File: src/rtl/pbus_master.sv
// pbus_master: parallel peripheral-bus master with timed setup/strobe/hold
// phases and a board reset sequence at power-up or soft reset.
module pbus_master #(
  parameter int DATA_WIDTH    = 8,
  parameter int ADDR_WIDTH    = 3,
  parameter int SETUP_CYCLES  = 2,
  parameter int STROBE_CYCLES = 4,
  parameter int HOLD_CYCLES   = 2,
  parameter int RESET_CYCLES  = 100,
  parameter int CNT_WIDTH     = 8
) (
  input  logic                  clock,
  input  logic                  reset_n,
  input  logic                  soft_reset,
  input  logic                  cmd_valid,
  output logic                  cmd_ready,
  input  logic                  cmd_write,
  input  logic                  cmd_test,
  input  logic [ADDR_WIDTH-1:0] cmd_addr,
  input  logic [DATA_WIDTH-1:0] cmd_wdata,
  output logic                  rsp_valid,
  input  logic                  rsp_ready,
  output logic                  rsp_write,
  output logic [DATA_WIDTH-1:0] rsp_rdata,
  output logic [DATA_WIDTH-1:0] bus_data_out,
  output logic                  bus_data_oe,
  input  logic [DATA_WIDTH-1:0] bus_data_in,
  output logic [ADDR_WIDTH-1:0] bus_addr,
  output logic                  bus_test_addr,
  output logic                  bus_b0,
  output logic                  bus_rd,
  output logic                  bus_wr,
  output logic                  bus_reset,
  output logic                  busy
);

  typedef logic [CNT_WIDTH-1:0] cnt_t;

  typedef enum logic [2:0] {
    INIT,
    IDLE,
    SETUP,
    STROBE,
    HOLD,
    RESP
  } state_t;

  localparam cnt_t RST_LAST = cnt_t'(RESET_CYCLES - 1);
  localparam cnt_t SET_LAST = cnt_t'(SETUP_CYCLES - 1);
  localparam cnt_t STB_LAST = cnt_t'(STROBE_CYCLES - 1);
  localparam cnt_t HLD_LAST = cnt_t'(HOLD_CYCLES - 1);

  state_t state;
  cnt_t   cnt;
  logic   wr_q;

  always_ff @(posedge clock or negedge reset_n) begin
    if (!reset_n) begin
      state         <= INIT;
      cnt           <= '0;
      wr_q          <= 1'b0;
      bus_reset     <= 1'b1;
      bus_b0        <= 1'b0;
      bus_rd        <= 1'b0;
      bus_wr        <= 1'b0;
      bus_data_oe   <= 1'b0;
      bus_data_out  <= '0;
      bus_addr      <= '0;
      bus_test_addr <= 1'b0;
      cmd_ready     <= 1'b0;
      rsp_valid     <= 1'b0;
      rsp_rdata     <= '0;
      rsp_write     <= 1'b0;
      busy          <= 1'b1;
    end else if (soft_reset) begin
      // Drops any in-flight transaction or pending response
      state       <= INIT;
      cnt         <= '0;
      bus_reset   <= 1'b1;
      bus_b0      <= 1'b0;
      bus_rd      <= 1'b0;
      bus_wr      <= 1'b0;
      bus_data_oe <= 1'b0;
      cmd_ready   <= 1'b0;
      rsp_valid   <= 1'b0;
      busy        <= 1'b1;
    end else begin
      unique case (state)
        INIT: begin
          if (cnt == RST_LAST) begin
            state     <= IDLE;
            cnt       <= '0;
            bus_reset <= 1'b0;
            bus_b0    <= 1'b1;
            cmd_ready <= 1'b1;
            busy      <= 1'b0;
          end else begin
            cnt <= cnt + cnt_t'(1);
          end
        end

        IDLE: begin
          if (cmd_valid) begin
            wr_q          <= cmd_write;
            cmd_ready     <= 1'b0;
            busy          <= 1'b1;
            cnt           <= '0;
            bus_addr      <= cmd_addr;
            bus_test_addr <= cmd_test;
            bus_data_oe   <= cmd_write;
            if (cmd_write) begin
              bus_data_out <= cmd_wdata;
            end
            if (SETUP_CYCLES == 0) begin
              state  <= STROBE;
              bus_wr <= cmd_write;
              bus_rd <= !cmd_write;
            end else begin
              state <= SETUP;
            end
          end
        end

        SETUP: begin
          if (cnt == SET_LAST) begin
            state  <= STROBE;
            cnt    <= '0;
            bus_wr <= wr_q;
            bus_rd <= !wr_q;
          end else begin
            cnt <= cnt + cnt_t'(1);
          end
        end

        STROBE: begin
          if (cnt == STB_LAST) begin
            cnt    <= '0;
            bus_rd <= 1'b0;
            bus_wr <= 1'b0;
            if (!wr_q) begin
              rsp_rdata <= bus_data_in;
            end
            if (HOLD_CYCLES == 0) begin
              state       <= RESP;
              bus_data_oe <= 1'b0;
              rsp_valid   <= 1'b1;
              rsp_write   <= wr_q;
              if (wr_q) begin
                rsp_rdata <= '0;
              end
            end else begin
              state <= HOLD;
            end
          end else begin
            cnt <= cnt + cnt_t'(1);
          end
        end

        HOLD: begin
          if (cnt == HLD_LAST) begin
            state       <= RESP;
            cnt         <= '0;
            bus_data_oe <= 1'b0;
            rsp_valid   <= 1'b1;
            rsp_write   <= wr_q;
            if (wr_q) begin
              rsp_rdata <= '0;
            end
          end else begin
            cnt <= cnt + cnt_t'(1);
          end
        end

        RESP: begin
          if (rsp_ready) begin
            state     <= IDLE;
            rsp_valid <= 1'b0;
            cmd_ready <= 1'b1;
            busy      <= 1'b0;
          end
        end

        default: begin
          state <= INIT;
          cnt   <= '0;
        end
      endcase
    end
  end

endmodule

File: config.mk
export PLATFORM = sky130hd
export DESIGN_NAME = pbus_master
export DESIGN_NICKNAME = d
export VERILOG_FILES = /design/src/rtl/pbus_master.sv
export SDC_FILE = /design/constraint.sdc
export NUM_CORES = 1
export LEC_CHECK = 0
export ABC_CLOCK_PERIOD_IN_PS = 2300
export CORE_MARGIN = 2
export CORE_UTILIZATION = 45
export CTS_CLUSTER_DIAMETER = 50
export CTS_CLUSTER_SIZE = 14
export DETAILED_ROUTE_END_ITERATION = 6
export PLACE_DENSITY = 0.72
export SYNTH_ARGS = -nofsm -noshare
export SYNTH_HDL_FRONTEND = slang
export SYNTH_SLANG_ARGS = --single-unit
File: constraint.sdc
create_clock -name clock -period 2.3 [get_ports clock]
set_input_delay 0.345 -clock clock [delete_from_list [all_inputs] [get_ports clock]]
set_output_delay 0.345 -clock clock [all_outputs]
set_load 0.01 [all_outputs]
Word level (Yosys, flattened, before mapping)
Cells that the tools add are included.
{"block": "word_totals", "regBits": 41, "output_inout_bits": 29, "wordCells": 105}
{"block": "classes", "addsub": 1, "n_eq_ne": 19, "muxes": 47, "n_bitwise": 1, "reduce_logical": 21}
{"operator": "two-way mux 8 bit", "count": 9}
{"operator": "one-hot mux 8 bit (5 select lines)", "count": 1}
{"operator": "two-way mux 1 bit", "count": 22}
{"operator": "two-way mux 3 bit", "count": 7}
{"operator": "!= test 3 bit, second input constant", "count": 6}
{"operator": "one-hot mux 3 bit (6 select lines)", "count": 1}
{"operator": "one-hot mux 8 bit (2 select lines)", "count": 1}
{"operator": "AND reduction 3 bit", "count": 5}
{"operator": "AND reduction 6 bit", "count": 2}
{"operator": "!= test 2 bit, second input constant", "count": 5}
{"operator": "nonzero test 3 bit", "count": 3}
{"operator": "adder 8 x 1 -> 8 bit, second input constant", "count": 1}
{"operator": "equality test 8 x 1 -> 1 bit, second input constant", "count": 1}
{"operator": "equality test 8 x 2 -> 1 bit, second input constant", "count": 1}
{"operator": "equality test 8 x 7 -> 1 bit, second input constant", "count": 1}
{"operator": "one-hot mux 1 bit (2 select lines)", "count": 4}
{"operator": "AND reduction 4 bit", "count": 2}
{"operator": "equality test 3 x 2 -> 1 bit, second input constant", "count": 2}
{"operator": "equality test 3 bit, second input constant", "count": 2}
{"operator": "one-hot mux 1 bit (3 select lines)", "count": 2}
{"operator": "nonzero test 2 bit", "count": 3}
{"operator": "AND reduction 2 bit", "count": 2}
{"operator": "nonzero test 4 bit", "count": 1}
{"operator": "equality test 3 x 1 -> 1 bit, second input constant", "count": 1}
{"operator": "other kinds (4)", "count": 4}

Logic depth before layout (Yosys ltp)
{"block": "logic_depth", "depth_word": 4, "depth_mapped": 8, "mapped_depth_nobuf": 7}

Worst setup path after synthesis
No wires, ideal clock.
{"block": "synth_timing", "kind": "register to register", "from": "register cnt[0]", "to": "register cnt[2]", "setup_ns": 0.064, "arrival_ns": 1.795, "path_slack_ns": 0.441, "path_stages_with_launch": 8, "n_path_buf": 1, "period_less_slack_ns": 1.859, "cell_sequence": "dfrtp_1 -> ha_1 -> mux2_2 -> a31o_2 -> a31o_1 -> buf_6 -> nor3b_2 -> a21o_1"}
{"block": "synth_between", "elab_chain_cells": 4, "elab_cells_between_ends": 9}
{"item": "start: declaration", "line_no": "54", "text": "cnt_t cnt;"}
{"item": "start signal: assignment", "line_no": "98", "text": "cnt <= cnt + cnt_t'(1);"}
{"item": "start signal: assignment", "line_no": "131", "text": "cnt <= cnt + cnt_t'(1);"}
{"item": "start signal: assignment", "line_no": "155", "text": "cnt <= cnt + cnt_t'(1);"}
{"item": "adder 8 x 1 -> 8 bit, or another cell as far along"}
{"item": "two-way mux 8 bit, on equally long branches"}
{"item": "one-hot mux 8 bit (5 select lines) (*)", "line_no": "88", "text": "unique case (state)"}
{"item": "two-way mux 8 bit (*)", "line_no": "75", "text": "end else if (soft_reset) begin"}
Mark *: on every way between the ends. The rest lies on a longest branch, timed or not.
A chain may end at the register's enable or synchronous reset.

Final worst setup path
{"block": "layout_timing", "from": "register cnt[4]", "to": "register cnt[6]"}
Same word-level chain as after synthesis.

==> flow_metrics.tcl <==
set metrics [dict create \
    outcome "completed" \
    crit_type "register to register" \
    powerDensity_nw_per_um2 963 \
    drtAntennaViolNets 0 \
    cts.clk_slew.worst_paths_ns 0.07 \
    area_delta_synth_final_pct 36.2 \
    dpl_cell_area_um2 2590 \
    synth_cells 193 \
    post_cts_buffers 0 \
    max_freq_mhz 477 \
    max-cap-violations 0 \
    vias 1621 \
    design_area_um2 2710 \
    die_w_um 70.5 \
    setup_viol_count_final 0 \
    grt_pass1_wl_mm 7.55 \
    reg2reg_to "cnt[6]" \
    clock_path_buffers 2 \
    worstPathRequired_ns 2.48 \
    wl_per_cell_um 14.2 \
    rsz0062_at_grt "no" \
    finalWirelength_mm 4.34 \
    grt_pass1_vias 1623 \
    r2r_slack_ns 0.21 \
    drcViolationCount 0 \
    grt_util_all_layers_pct 19.3 \
    htree_num_levels 2 \
    clk_latency_ns 0.30 \
    cp-end-kind "register" \
    period_minus_slack_ns 2.09 \
    worst-path-max-fanout 11 \
    startpoint "cnt[4]" \
    async_reset_ff_share_pct 100 \
    diodes 0 \
    synth_area_leaders "dfrtp_1, mux2_2, nand2_1" \
    synth_top_area_share_pct 49.1 \
    cp.arrival_ns 2.28 \
    synth_nets 222 \
    start_kind "register" \
    rr_worst_depth 5 \
    ir_drop_mv 0.539 \
    nets 282 \
    ys.flop_type "dfrtp_1" \
    hold_buffers 0 \
    cts_tree "yes" \
    synth_area_um2 1990 \
    relSlewSlack_pct 39.9 \
    firstDrtPassIters 4 \
    grt_antenna_before_repair 0 \
    dieArea_um2 4970 \
    postCtsResizedCells 0 \
    cts.sinks 41 \
    core_um2 4290 \
    leakage_nw 1.21 \
    min_period_over_period_pct 91.1 \
    io_buffers 54 \
    timing.rr.start "cnt[4]" \
    ys_seq_area_share_pct 51.7 \
    initial_utilization_pct 46.3 \
    drive_above_1_share_pct 16.1 \
    gp_congestion 0.836 \
    fp-row-count 24 \
    drtIter0Drc 81 \
    hpwlAfterDp_mm 3.16 \
    grt_overflow 0 \
    finalHoldViolations 0 \
    viasPerCell 5.30 \
    ctsRootBufferMaster "clkbuf_8" \
    worst_slew_pin_slew_ns 0.902 \
    finalClockSkew_ns 0.00507 \
    report.final.slew_viol_count 0 \
    hold_class "primary input to async pin" \
    grt_max_degree 42 \
    numCtsBuffers 5 \
    synth_area_leader_cell "dfrtp_1" \
    num_io_pins 55 \
    syn_avg_cell_area_um2 10.3 \
    yosysWarnings 0 \
    fin_util_pct 63.1 \
    n_fill_cell 381 \
    fin_setup_tns_ns 0 \
    die_h_um 70.5 \
    ys_types 46 \
    synth_seq_cells 41 \
    synth_edf_count 0 \
]
[power by group]
group | switching [mW] | total, mW | internal, mW
registers | 0.134 | 1.04 | 0.909
logic | 0.429 | 0.968 | 0.538
clock network | 0.243 | 0.597 | 0.354
total | 0.807 | 2.61 | 1.80
[routing by layer]
layer,wire [um],up-vias,GRT usage [%]
li1,-,799,-
met1,1920,775,26.0
met2,2120,37,29.8
met3,188,10,3.61
met4,102,0,9.62
met5,0,-,0
[cell families (layout without fill, tap and decap cells)]
family | after synthesis | in the layout | synth area share (%)
AO/OA/AOI/OAI | 45 | 45 | 15.3
XOR/XNOR | 1 | 1 | 0.440
adder cells (fa/ha/maj) | 3 | 3 | 1.89
buffers and inverters | 14 | 75 | 3.84
flip-flops | 41 | 41 | 51.7
multiplexers | 15 | 15 | 8.43
AND/OR/NAND/NOR | 74 | 74 | 18.4
[Yosys cell counts (2+ instances only)]
master	count
dfrtp_1	39
nand2_1	33
o21ai_0	15
mux2_2	14
nor2_1	12
a21oi_1	7
nand3_1	6
clkbuf_1	5
inv_1	5
nor3_1	5
buf_6	3
ha_1	3
nand2b_1	3
a211o_1	2
a21o_1	2
a31o_2	2
and3_1	2
dfstp_2	2
nand4_1	2
o21ai_1	2
o21bai_1	2
o2bb2ai_1	2
or3_1	2
[worst max-delay path: stages (launching register included)]
cell and delay [ns]:
dfrtp_1 0.45, nor4_4 0.46, a41o_1 0.28, a31o_1 0.42, nor2_1 0.10, a211o_1 0.28
[flip-flops by register name (all words and copies together) (netlist names), 3 cells and up]
name,flops
bus_data_out,8
cnt,8
rsp_rdata,8
bus_addr,3
state,3
[worst max path at each step]
| stage | slack [ns] | cells past startpoint | end |
|---|---|---|---|
| 4_1_cts | 0.18 | 5 | cnt[6] |
| 3_3_place_gp | 0.28 | 5 | cnt[6] |
| 2_1_floorplan | 0.44 | 7 | cnt[2] |
| 6_report | 0.21 | 5 | cnt[6] |
| 3_5_place_dp | 0.22 | 5 | cnt[6] |
| 5_1_grt | 0.009 | 5 | cnt[6] |
[layout by cell type (no fill, tap or decap), types with 6 or more instances in the layout]
cell type         n
a21oi_1           7
clkbuf_8          6
clkdlybuf4s50_1  53
o21ai_0          15
dfrtp_1          39
nand3_1           6
buf_4             8
nor2_1           12
nand2_1          33
mux2_2           14
[through the flow]
stage	instances	hold WS [ns]	setup slack (ns)	total power [mW]
3_5_place_dp	298	0.454	0.221	2.03
2_1_floorplan	193	0.0494	0.441	1.60
3_3_place_gp	298	0.447	0.277	2.00
5_1_grt	306	0.274	0.00931	2.77
6_report	306	0.174	0.205	2.61
4_1_cts	306	0.211	0.181	2.64
[final cells by class]
class,instances,area [um^2],share of cell area (%)
inverter,5,18.8,0.693
multi-input combinational,138,885,32.7
sequential,41,1030,38.0
tap,52,65.1,2.40
clock buffer,7,86.3,3.19
clock inverter,1,30.0,1.11
timing repair buffer,62,596,22.0
No activity file was read; power rests on OpenSTA's default activity.
